`config.mk`:
```
export PLATFORM = sky130hd
export DESIGN_NAME = mod_updown_counter
export DESIGN_NICKNAME = d
export VERILOG_FILES = /design/src/rtl/mod_updown_counter.sv
export SDC_FILE = /design/constraint.sdc
export NUM_CORES = 1
export LEC_CHECK = 0
export CAP_MARGIN = 10
export CORE_AREA = 8 8 45 47
export DETAILED_ROUTE_END_ITERATION = 8
export DIE_AREA = 0 0 53 55
export GPL_TIMING_DRIVEN = 0
export MAX_ROUTING_LAYER = met4
export PLACE_DENSITY = 0.66
export RECOVER_POWER = 100
export SETUP_SLACK_MARGIN = 0.15
export SLEW_MARGIN = 30
export SYNTH_ARGS = -nofsm -noshare
export SYNTH_HDL_FRONTEND = slang
export SYNTH_SLANG_ARGS = --single-unit
```
`constraint.sdc`:
```
create_clock -name clk -period 1.4 [get_ports clk]
set_clock_uncertainty 0.2 [all_clocks]
set_input_delay 0.14 -clock clk [delete_from_list [all_inputs] [get_ports clk]]
set_output_delay 0.14 -clock clk [all_outputs]
set_load 0.02 [all_outputs]
```
`src/rtl/mod_updown_counter.sv`:
```
// Modulo-MOD_VALUE up/down counter with load, wrap/saturate mode, wrap pulse and sticky overflow.
// Optional prescaler enabled by defining COUNTER_PRESCALE_EN.
module mod_updown_counter #(
    parameter int unsigned WIDTH     = 4,
    parameter int unsigned MOD_VALUE = 10,
    parameter int unsigned SATURATE  = 0,
    parameter int unsigned PRESCALE  = 4
) (
    input  logic             clk,
    input  logic             rst,
    input  logic             en,
    input  logic             up,
    input  logic             load,
    input  logic [WIDTH-1:0] load_val,
    input  logic             clr_ovf,
    output logic [WIDTH-1:0] count,
    output logic             at_max,
    output logic             at_min,
    output logic             wrap,
    output logic             ovf_sticky
);

    localparam logic [WIDTH:0] MaxVal = (WIDTH + 1)'(MOD_VALUE - 1);
    localparam bit             Sat    = (SATURATE != 0);

    if (MOD_VALUE < 2 || MOD_VALUE > (1 << WIDTH) || PRESCALE < 1) begin : gen_param_check
        $error("mod_updown_counter: illegal MOD_VALUE/WIDTH/PRESCALE combination");
    end

    logic [WIDTH-1:0] count_q, count_d;
    logic             wrap_q, wrap_d;
    logic             ovf_q, ovf_d;
    logic             step;

`ifdef COUNTER_PRESCALE_EN
    localparam int unsigned    PsW    = (PRESCALE > 1) ? $clog2(PRESCALE) : 1;
    localparam logic [PsW-1:0] PsLast = PsW'(PRESCALE - 1);

    logic [PsW-1:0] ps_q, ps_d;

    always_comb begin
        ps_d = ps_q;
        step = 1'b0;
        if (load) begin
            ps_d = '0;
        end else if (en) begin
            if (ps_q == PsLast) begin
                ps_d = '0;
                step = 1'b1;
            end else begin
                ps_d = ps_q + 1'b1;
            end
        end
    end

    always_ff @(posedge clk) begin
        if (rst) begin
            ps_q <= '0;
        end else begin
            ps_q <= ps_d;
        end
    end
`else
    always_comb begin
        step = en & ~load;
    end
`endif

    logic [WIDTH:0] cnt_ext;
    logic [WIDTH:0] load_ext;
    logic [WIDTH:0] next_ext;
    logic           event_hit;

    always_comb begin
        cnt_ext   = {1'b0, count_q};
        load_ext  = {1'b0, load_val};
        next_ext  = cnt_ext;
        event_hit = 1'b0;

        if (load) begin
            next_ext = (load_ext > MaxVal) ? MaxVal : load_ext;
        end else if (step) begin
            if (up) begin
                if (cnt_ext == MaxVal) begin
                    event_hit = 1'b1;
                    next_ext  = Sat ? cnt_ext : '0;
                end else begin
                    next_ext = cnt_ext + 1'b1;
                end
            end else begin
                if (cnt_ext == '0) begin
                    event_hit = 1'b1;
                    next_ext  = Sat ? cnt_ext : MaxVal;
                end else begin
                    next_ext = cnt_ext - 1'b1;
                end
            end
        end

        count_d = next_ext[WIDTH-1:0];
        wrap_d  = event_hit & ~Sat;
        // A new overflow on the same edge as clr_ovf keeps the flag set.
        ovf_d   = event_hit | (ovf_q & ~clr_ovf);
    end

    always_ff @(posedge clk) begin
        if (rst) begin
            count_q <= '0;
            wrap_q  <= 1'b0;
            ovf_q   <= 1'b0;
        end else begin
            count_q <= count_d;
            wrap_q  <= wrap_d;
            ovf_q   <= ovf_d;
        end
    end

    always_comb begin
        count      = count_q;
        wrap       = wrap_q;
        ovf_sticky = ovf_q;
        at_max     = ({1'b0, count_q} == MaxVal);
        at_min     = (count_q == '0);
    end

endmodule

```
=== Word level (Yosys, flattened, before mapping) ===
Cells that the tools add are included.

* Bitwise gates (word level): 5
* Add/subtract/negate cells: 2
* Order comparisons: 1
* Equality and inequality tests: 1
* Reduce and logical (&&, ||, !) cells: 2
* Mux-type cells: 11

{| class="wikitable"
|+ Operators by type and width
! cell !! count
|-
| $mux W4 || 6
|-
| $mux W1 || 5
|-
| $add A4 B1 Y4 const B || 1
|-
| $eq A4 B4 Y1 const B || 1
|-
| $gt A4 B4 Y1 const B || 1
|-
| $logic_not A4 Y1 || 1
|-
| $sub A4 B1 Y4 const B || 1
|-
| $and A1 B1 Y1 || 2
|-
| $not A1 Y1 || 2
|-
| $reduce_bool A2 Y1 || 1
|-
| $or A1 B1 Y1 || 1
|}

* Logic and storage cells: 25
* Flip-flop bits (word level): 6
* Output and inout port bits: 8

=== Longest topological paths before layout ===
* Depth in word-level cells: 6
* Mapped depth: 4

=== Worst setup path before layout ===
Ideal clock, no wire load.

* Kind: reg-to-reg
* From: register count_q[3] (netlist: count[3])
* To: register count_q[2] (netlist: count[2])
* Arrival: 1406 ps
* Cell stages (with the launch flop): 5
* Clock period less this slack: 1679 ps
* Setup slack: -279 ps
* Setup time: 73 ps
* Cells stage by stage: dfxtp_1 -> buf_2 -> or4b_1 -> a211o_1 -> o211ai_2

* Cells in the longest elaborated chain, start to end: 5
* Elaborated cells between the ends (all ways): 7
* Those cells by class: 1 x eq/ne; 5 x mux; 1 x reduce/logical

{| class="wikitable"
|+ Ends and longest elaborated chain
! what !! line !! text
|-
| from (decl) || 30 || <nowiki>logic [WIDTH-1:0] count_q, count_d;</nowiki>
|-
| from (signal assigned) || 112 || <nowiki>count_q <= count_d;</nowiki>
|-
| $eq A4 B4 Y1 / $logic_not A4 Y1 (equally long branches) || 84, 91 ||
|-
| $mux W4 (on tied branches) || 84, 91 ||
|-
| $mux W4 * || 83 || <nowiki>if (up) begin</nowiki>
|-
| $mux W4 * || 82 || <nowiki>end else if (step) begin</nowiki>
|-
| $mux W4 * || 80 || <nowiki>if (load) begin</nowiki>
|}

Mark *: on every way between the ends. The rest lies on a longest branch, timed or not. The select of a mux whose other input is x is not followed.
A chain may end at the register's enable or synchronous reset.

=== Worst setup path after layout ===
* From: register count_q[1] (netlist: count[1])
* To: register count_q[2] (netlist: count[2])

* Cells in the longest elaborated chain, start to end: 5
* Elaborated cells between the ends (all ways): 9
* Those cells by class: 2 x add/sub; 1 x eq/ne; 5 x mux; 1 x reduce/logical

{| class="wikitable"
|+ Ends and longest elaborated chain
! what !! line !! text
|-
| $sub A4 B1 Y4 (tied with other cells) || 95 || <nowiki>next_ext = cnt_ext - 1'b1;</nowiki>
|-
| $mux W4 (on tied branches) || 91, 84 ||
|-
| $mux W4 * || 83 ||
|-
| $mux W4 * || 82 ||
|-
| $mux W4 * || 80 ||
|}

Marks and branches as above.

==> impl_results.md <==
- Outcome: finished with violations
- Violated checks: negative setup slack
- Yosys reg bits: 6
- Sw Pwr: 0.186 mW
- M1 WL: 478 µm
- DR iter-0 viols: 8
- Synth Instances: 54
- Placer Congestion: 0.750
- Maximum Capacitance Violations: 0
- Setup violators final: 5
- P_int: 0.401 mW
- Area growth, synth to finish: 68.5%
- Mux cell area share after synthesis: 0%
- Post-Synth Adder-Cell Area: 0%
- CTS buffer count: 3
- CTS root buf: clkbuf_4
- Peak Freq: 651 MHz
- DIE HEIGHT: 55 µm
- # fillers: 146
- Unrepaired setup endpoints after global routing: yes
- Crit share post-route: 110%
- Sequential area share after synthesis: 27.5%
- Total track usage: 8.96%
- Worst Hold Depth: 2
- Clock power share: 29.1%
- Final max-slew violation count: 0
- Cell Rows: 14
- CTS clock-pin slew for the worst setup and hold paths: 0.05 ns
- Critical path peak fanout: 8
- Global-route wire length before repair: 1930 µm
- Hold Path Class: input port to flip-flop
- Post-synth cell types: 34
- DRT Pass-1 Iters: 4
- H-Tree Level Count: 1
- Final min period: 1.54 ns
- Met2 WL: 616 µm
- # nets final: 89
- Leak pwr: 0.309 nW
- Slew HR: 73.7%
- Met3 Wirelength: 71 µm
- GR Overflow Total: 0
- DP HPWL: 850 µm
- Slew @ Worst Pin: 0.394 ns
- Design Power: 0.587 mW
- Post-Route WL: 1190 µm
- Share of layout cells above drive strength 1: 33.8%
- Worst r2r path cells: 4
- Vias in the first global route: 466
- Core area: 1380 µm²
- Final Util: 53.2%
- Compound-cell area share of the yosys netlist: 25.2%
- Required time of the critical path: 1.38 ns
- Maximum vdd drop: 0.000482 V
- WS Path Type: flip-flop to flip-flop
- Largest net degree at the start of global routing: 11
- Post-CTS Hold Buffers: 0
- Setup crit start kind: flip-flop
- Fin worst setup slack: -0.135 ns
- Initial antenna violation count: 0
- Reg area: 131 µm²
- Post-route DRC: 0
- Sw Share: 31.8%
- Simple-gate area share of the yosys netlist: 29.8%
- Multi-input logic area: 307 µm²
- Later-pin clock latency in the skew report: 0.25 ns
- TritonCTS clock tree: yes
- Synth Warn #: 0
- Synthesized area: 437 µm²
- CP Capture Type: flip-flop
- Main combinational cell family by area after synthesis: simple AND/OR/NAND/NOR gates
- Die width: 53 µm
- Mean Syn Cell Area: 8.09 µm²
- Vias: 494
- Num ports: 18
- Die footprint: 2920 µm²
- Power per Cell Area: 798 nW/µm²
- DRT antenna net count: 0
- CP arrival: 1.51 ns
- Comb power frac: 38.6%
- Number of vias per cell: 5.31
- Syn_nets: 64
- Starting Density: 31.6%
- IO buf count: 16
- Xor and xnor area share after synthesis: 6.02%
- Final Hold Vio Count: 0
- Inserted Diodes: 0
- Sequential Power Share: 32.3%
- # clock sinks: 6
- Max Root-Sink Buffers: 2
- Highest metal used: met4
- Wire per inst: 12.8 µm
metal layers:
metal	GRT usage, %	vias to the layer above
met2	14.6	14
li1	-	246
met4	6.47	0
met3	1.60	3
met1	9.60	231
met5	-	-
worst paths after layout:
path / slack (ns) / start / end
max: -0.14 / count[1]$_SDFFE_PP0P_ / count[2]$_SDFFE_PP0P_
min: 0.04 / rst / wrap$_SDFF_PP0_
max reg2reg: -0.14 / count[1]$_SDFFE_PP0P_ / count[2]$_SDFFE_PP0P_
min reg2reg: 0.27 / ovf_sticky$_SDFF_PP0_ / ovf_sticky$_SDFF_PP0_
kinds of logic (layout without fill, tap and decap cells):
family	count (synthesis)	after routing
xor gates and xnor gates	3	3
and+or+nand+nor	22	22
buffers and inverters	10	33
AOI/OAI and AO/OA	13	13
DFF	6	6
layout by cell type (no fill, tap or decap), types with 2 or more instances in the layout:
master           instances
buf_4                    4
buf_6                    4
nand3_1                  2
inv_1                    4
dfxtp_1                  3
dlygate4sd2_1            4
clkbuf_4                 3
dfxtp_4                  3
nor2_1                   4
clkbuf_1                 2
clkdlybuf4s50_1          7
xor2_1                   2
and3_2                   2
a21oi_1                  2
nand2b_1                 3
power by group through the flow:
stage | logic [mW] | registers (mW) | clock network, mW
after floorplan | 0.104 | 0.208 | 0
after CTS | 0.227 | 0.190 | 0.172
after global routing | 0.245 | 0.191 | 0.179
final | 0.226 | 0.190 | 0.171
after detailed placement | 0.195 | 0.194 | 0
after global placement | 0.194 | 0.193 | 0
metrics by stage:
stage / cells / TNS [ns] / setup WS (ns) / hold WS (ns) / instance area (µm²)
2_1_floorplan: 54 / -0.157 / -0.122 / 0.0850 / 467
4_1_cts: 93 / -0.456 / -0.147 / 0.0380 / 742
3_5_place_dp: 86 / -2.20 / -0.416 / 0.269 / 647
3_3_place_gp: 86 / -2.13 / -0.410 / 0.263 / 647
5_1_grt: 93 / -0.781 / -0.186 / 0.0797 / 736
6_report: 93 / -0.490 / -0.135 / 0.0443 / 736
cells in the mapped netlist, drive strengths merged:
cell | instances | share of area [%]
o31ai | 1 | 1.7
o2111ai | 1 | 2.0
o2111a | 1 | 2.6
a221o | 1 | 2.3
dfxtp | 6 | 28
clkbuf | 2 | 1.7
or3b | 1 | 2.0
nor2b | 1 | 1.4
nand2b | 3 | 4.3
nor3b | 1 | 1.7
a211o | 1 | 2.0
o211a | 1 | 2.3
nand4 | 1 | 1.4
buf | 4 | 6.3
inv | 4 | 3.4
and3 | 3 | 4.6
xor2 | 2 | 4.0
or3 | 1 | 1.4
o211ai | 2 | 4.6
or4b | 1 | 2.3
xnor2 | 1 | 2.0
nand3 | 2 | 2.3
nor4 | 2 | 2.9
a21oi | 2 | 2.3
nor2 | 5 | 4.3
o32a | 1 | 2.3
o21ai | 1 | 1.1
a311oi | 1 | 2.0
nor3 | 1 | 1.1
worst max-delay path: stages (launching register included):
cell,delay (ns)
dfxtp_4,0.34
buf_6,0.13
or4b_4,0.47
a211o_1,0.27
o211ai_2,0.05
sequential cells by signal, summed over array words and instances (netlist names):
register,flops
ovf_sticky,1
count,4
wrap,1
final cells by class:
type,count,share of cell area [%]
Multi-Input combinational cell,38,41.7
Timing Repair Buffer,20,25.0
Sequential cell,6,17.9
Buffer,6,7.65
Clock buffer,3,3.06
Tap cell,16,2.72
Inverter,4,2.04
what timing repair did:
action / in CTS / in global routing
setup buffers: 4 / 0
endpoints found under the setup margin: 14 / 11
gates resized for setup: 30 / 5
pin swaps: 8 / 2
(Power assumes the default switching activity.)
